### src/rtl/usb_eop_timer.sv
// End-of-packet timer: after an accepted EOP, counts DATA_DLY bit strobes, pulses
// data_ready, counts DONE_DLY further strobes, then pulses enc_done.
module usb_eop_timer #(
  parameter int CNT_W     = 4,
  parameter int DATA_DLY  = 10,
  parameter int DONE_DLY  = 10,
  parameter int RETRIGGER = 0
) (
  input  logic             clk,
  input  logic             rst,
  input  logic             bit_en,
  input  logic             EOP_flag,
  input  logic             abort,
  output logic             data_ready,
  output logic             enc_done,
  output logic             busy,
  output logic             overrun,
  output logic [CNT_W-1:0] count
);

  typedef enum logic [2:0] {
    IDLE      = 3'd0,
    WAIT_DATA = 3'd1,
    DATA_RDY  = 3'd2,
    WAIT_DONE = 3'd3,
    DONE      = 3'd4
  } state_t;

  localparam logic [CNT_W-1:0] DATA_TERM = CNT_W'(DATA_DLY - 1);
  localparam logic [CNT_W-1:0] DONE_TERM = CNT_W'(DONE_DLY - 1);

  state_t           state, state_nxt;
  logic [CNT_W-1:0] cnt_q, cnt_nxt;
  logic             ovr_q, ovr_nxt;
  logic             in_flight;

  always_ff @(posedge clk or negedge rst) begin
    if (!rst) begin
      state <= IDLE;
      cnt_q <= '0;
      ovr_q <= 1'b0;
    end else begin
      state <= state_nxt;
      cnt_q <= cnt_nxt;
      ovr_q <= ovr_nxt;
    end
  end

  // DONE is excluded: an EOP there starts the next sequence without overrun.
  assign in_flight = (state == WAIT_DATA) || (state == DATA_RDY) || (state == WAIT_DONE);

  always_comb begin
    state_nxt = state;
    cnt_nxt   = cnt_q;
    ovr_nxt   = 1'b0;
    if (abort) begin
      state_nxt = IDLE;
      cnt_nxt   = '0;
    end else begin
      case (state)
        IDLE: begin
          cnt_nxt = '0;
          if (EOP_flag) state_nxt = WAIT_DATA;
        end
        WAIT_DATA: begin
          if (bit_en) begin
            if (cnt_q == DATA_TERM) begin
              state_nxt = DATA_RDY;
              cnt_nxt   = '0;
            end else begin
              cnt_nxt = cnt_q + CNT_W'(1);
            end
          end
        end
        DATA_RDY: begin
          state_nxt = WAIT_DONE;
          cnt_nxt   = '0;
        end
        WAIT_DONE: begin
          if (bit_en) begin
            if (cnt_q == DONE_TERM) begin
              state_nxt = DONE;
              cnt_nxt   = '0;
            end else begin
              cnt_nxt = cnt_q + CNT_W'(1);
            end
          end
        end
        DONE: begin
          cnt_nxt   = '0;
          state_nxt = EOP_flag ? WAIT_DATA : IDLE;
        end
        default: begin
          state_nxt = IDLE;
          cnt_nxt   = '0;
        end
      endcase
      if (EOP_flag && in_flight) begin
        if (RETRIGGER != 0) begin
          state_nxt = WAIT_DATA;
          cnt_nxt   = '0;
        end else begin
          ovr_nxt = 1'b1;
        end
      end
    end
  end

  // Pulses are state-decoded but suppressed in an abort cycle.
  always_comb begin
    data_ready = (state == DATA_RDY) && !abort;
    enc_done   = (state == DONE) && !abort;
    busy       = (state != IDLE);
    overrun    = ovr_q;
    count      = cnt_q;
  end

endmodule

### config.mk
export PLATFORM = sky130hd
export DESIGN_NAME = usb_eop_timer
export DESIGN_NICKNAME = d
export VERILOG_FILES = /design/src/rtl/usb_eop_timer.sv
export SDC_FILE = /design/constraint.sdc
export NUM_CORES = 1
export LEC_CHECK = 0
export BUFFER_PORTS_ARGS = -buffer_cell sky130_fd_sc_hd__buf_2
export CAP_MARGIN = 20
export CORE_AREA = 2 2 39 41
export CTS_CLUSTER_SIZE = 10
export DETAILED_ROUTE_END_ITERATION = 8
export DIE_AREA = 0 0 41 43
export GPL_ROUTABILITY_DRIVEN = 0
export PLACE_DENSITY_LB_ADDON = 0.15
export SYNTH_ARGS = -nofsm -noshare
export SYNTH_HDL_FRONTEND = slang
export SYNTH_SLANG_ARGS = --single-unit
### constraint.sdc
create_clock -name clk -period 1.77 [get_ports clk]
set_clock_uncertainty 0.15 [all_clocks]
set_input_delay 0.354 -clock clk [delete_from_list [all_inputs] [get_ports clk]]
set_output_delay 0.354 -clock clk [all_outputs]
set_load 0.1 [all_outputs]
==> flow_metrics.env <==
export IMPL_outcome="finished clean"
export IMPL_relSlewSlack_pct=67.9
export IMPL_critical_path_arrival_ns=1.26
export IMPL_synth_fp_nets=53
export IMPL_p_leak_nw=0.272
export IMPL_track_usage_pct=13.3
export IMPL_grt_max_degree=9
export IMPL_wl_per_cell_um=12.0
export IMPL_start_util_pct=31.6
export IMPL_n_antenna_cell=0
export IMPL_crit_type="reg2out"
export IMPL_timing_rr_end="count[2]"
export IMPL_setup_slack_ns=0.00648
export IMPL_reg2reg_depth=5
export IMPL_cp_required_ns=1.27
export IMPL_via_per_inst=5.16
export IMPL_ant_nets=0
export IMPL_r2r_slack_ns=0.24
export IMPL_cts_path_max_buffers=2
export IMPL_synthXorXnorAreaFrac_pct=0
export IMPL_design_portCount=13
export IMPL_chipWidth_um=41
export IMPL_antenna_found_initial=0
export IMPL_synth_compound_area_share_pct=17.2
export IMPL_die_h_um=43
export IMPL_drt_pass1_iter_count=4
export IMPL_overflow=0
export IMPL_cts_sinks=8
export IMPL_syn_avg_cell_area_sq_um=9.49
export IMPL_synth_fa_ha_area_share_pct=5.73
export IMPL_port_buffers=12
export IMPL_worstSetupEndpointType="output pin"
export IMPL_power_density_mw_per_mm2=641
export IMPL_drt_iter0_drc=4
export IMPL_rsz0062_at_grt="yes"
export IMPL_pre_cts_ws_ns=0.184
export IMPL_synth_cells=46
export IMPL_fin_crit_ns=1.76
export IMPL_multi_input_area_sq_um=246
export IMPL_slew_violations=0
export IMPL_remaining_drc_errors=0
export IMPL_setup_viol=0
export IMPL_synth_area_sq_um=437
export IMPL_cp_endpoint="busy"
export IMPL_nFillCells=140
export IMPL_cts_buffers_inserted=3
export IMPL_worst_pin_slew_ns=0.485
export IMPL_grt_pass1_vias=372
export IMPL_path_max_fanout=4
export IMPL_row_count=14
export IMPL_via_count=413
export IMPL_fin_util_pct=46.2
export IMPL_path_clk_slew_ns=0.06
export IMPL_htree_levels=1
export IMPL_synthSimpleGateAreaFrac_pct=28.7
export IMPL_synth_top_family_by_area="simple AND/OR/NAND/NOR gates"
export IMPL_period_share_pct=99.6
export IMPL_hpwl_um=674
export IMPL_die_area_sq_mm=0.00176
export IMPL_maxCapViolCount=0
export IMPL_irDropWorstVdd_uv=415
export IMPL_grt_pass1_wl_um=1550
export IMPL_ys_warn_count=0
export IMPL_min_path_type="in2reg"
export IMPL_layout_commonest_cell="buf_2"
export IMPL_seq_area_frac_synth_pct=45.8
export IMPL_fmax_mhz=567
export IMPL_drive_gt1_share_pct=42.2
export IMPL_area_growth_pct=46.4
export IMPL_nNetsFinal=73
export IMPL_synth_cell_types=22
export IMPL_cts_tree="built"
export IMPL_core_area_sq_mm=0.00138
export IMPL_fin_hold_ws_ns=0.187
export IMPL_regArea_sq_um=209
export IMPL_final_cell_mix="9 x buf_2, 6 x nand2_1, 4 x o21ai_0, 4 x dfrtp_2"
export IMPL_cp_startpoint="state[0]"
export IMPL_startpoint_type="flop"
export IMPL_wl_um=956
export IMPL_finalHoldViolations=0
export IMPL_insertion_delay_ns=0.25
export IMPL_ys_ff_latch=8
export IMPL_root_buffer="clkbuf_4"
export IMPL_synth_area_mux_share_pct=0
export IMPL_rr_startpoint="count[1]"
## worst min path at each step
stage,from,endpoint,slack (ns),cells past startpoint
detailed placement,rst,overrun,0.06,1
floorplan,rst,count[0],-0.09,0
global route,abort,state[0],0.17,2
CTS,abort,overrun,0.18,2
finish,abort,overrun,0.19,2
global placement,rst,overrun,0.06,1
## layer usage
metal	global-route usage [%]	routed length, um	vias to the layer above
met3	9.42	63	0
met2	18.8	432	14
met5	0	0	-
li1	-	-	206
met4	2.00	0	0
met1	16.8	460	193
## synthesized netlist by cell type
cell,count,area [sq um]
a21oi_2,1,8.76
o21ai_0,4,20.0
ha_1,2,25.0
a221oi_1,1,8.76
and4b_1,1,10.0
nand3b_1,3,22.5
nand4b_1,1,8.76
or3_1,1,6.26
o211ai_1,1,7.51
nand3_1,1,5.00
and3_1,1,6.26
nand2b_1,2,12.5
nor2_1,1,3.75
a21boi_0,1,7.51
inv_1,3,11.3
nor4b_1,1,8.76
o31ai_1,1,7.51
nor3_1,2,10.0
nand2_1,6,22.5
a21oi_1,3,15.0
or3b_1,1,8.76
dfrtp_1,8,200
## critical path, stage by stage (launching register included)
cell and delay (ns):
dfrtp_2 0.44, or3_4 0.39, buf_12 0.17
## power by group
group / leakage [nW] / switching [mW] / internal, mW
registers: 0.102 / 0.00497 / 0.187
logic: 0.157 / 0.0497 / 0.0260
clock network: 0.0138 / 0.0643 / 0.0778
## layout make-up
class	instances	area share (%)
repair buffers	15	20.4
multi-input cells	35	38.6
clock buffers	3	3.52
well taps	16	3.13
inverters	3	1.76
flip-flops and latches	8	32.7
## state kept, by name, summed over array words and instances (netlist names)
register / cells
count: 4
overrun: 1
state: 3
## through the flow
stage	setup TNS, ns	cell area (sq um)	power, mW	instances
2_1_floorplan	-0.254	460	0.237	46
3_3_place_gp	0	578	0.258	75
3_5_place_dp	0	578	0.257	75
4_1_cts	-0.00661	639	0.420	80
5_1_grt	-0.0432	639	0.438	80
6_report	0	639	0.410	80
## logic make-up after synthesis
family | Yosys count
buffers and inverters | 3
adder cells (fa/ha/maj) | 2
AO/OA/AOI/OAI | 12
flip-flops | 8
AND/OR/NAND/NOR | 21
## what timing repair did
item                                    4_1_cts  5_1_grt
buffers inserted                              1        0
hold endpoints to repair                      8        0
hold buffers                                  1        0
resized for setup                             6        1
endpoints found under the setup margin        1        2
pin swaps                                     0        0
(Power assumes the default switching activity.)
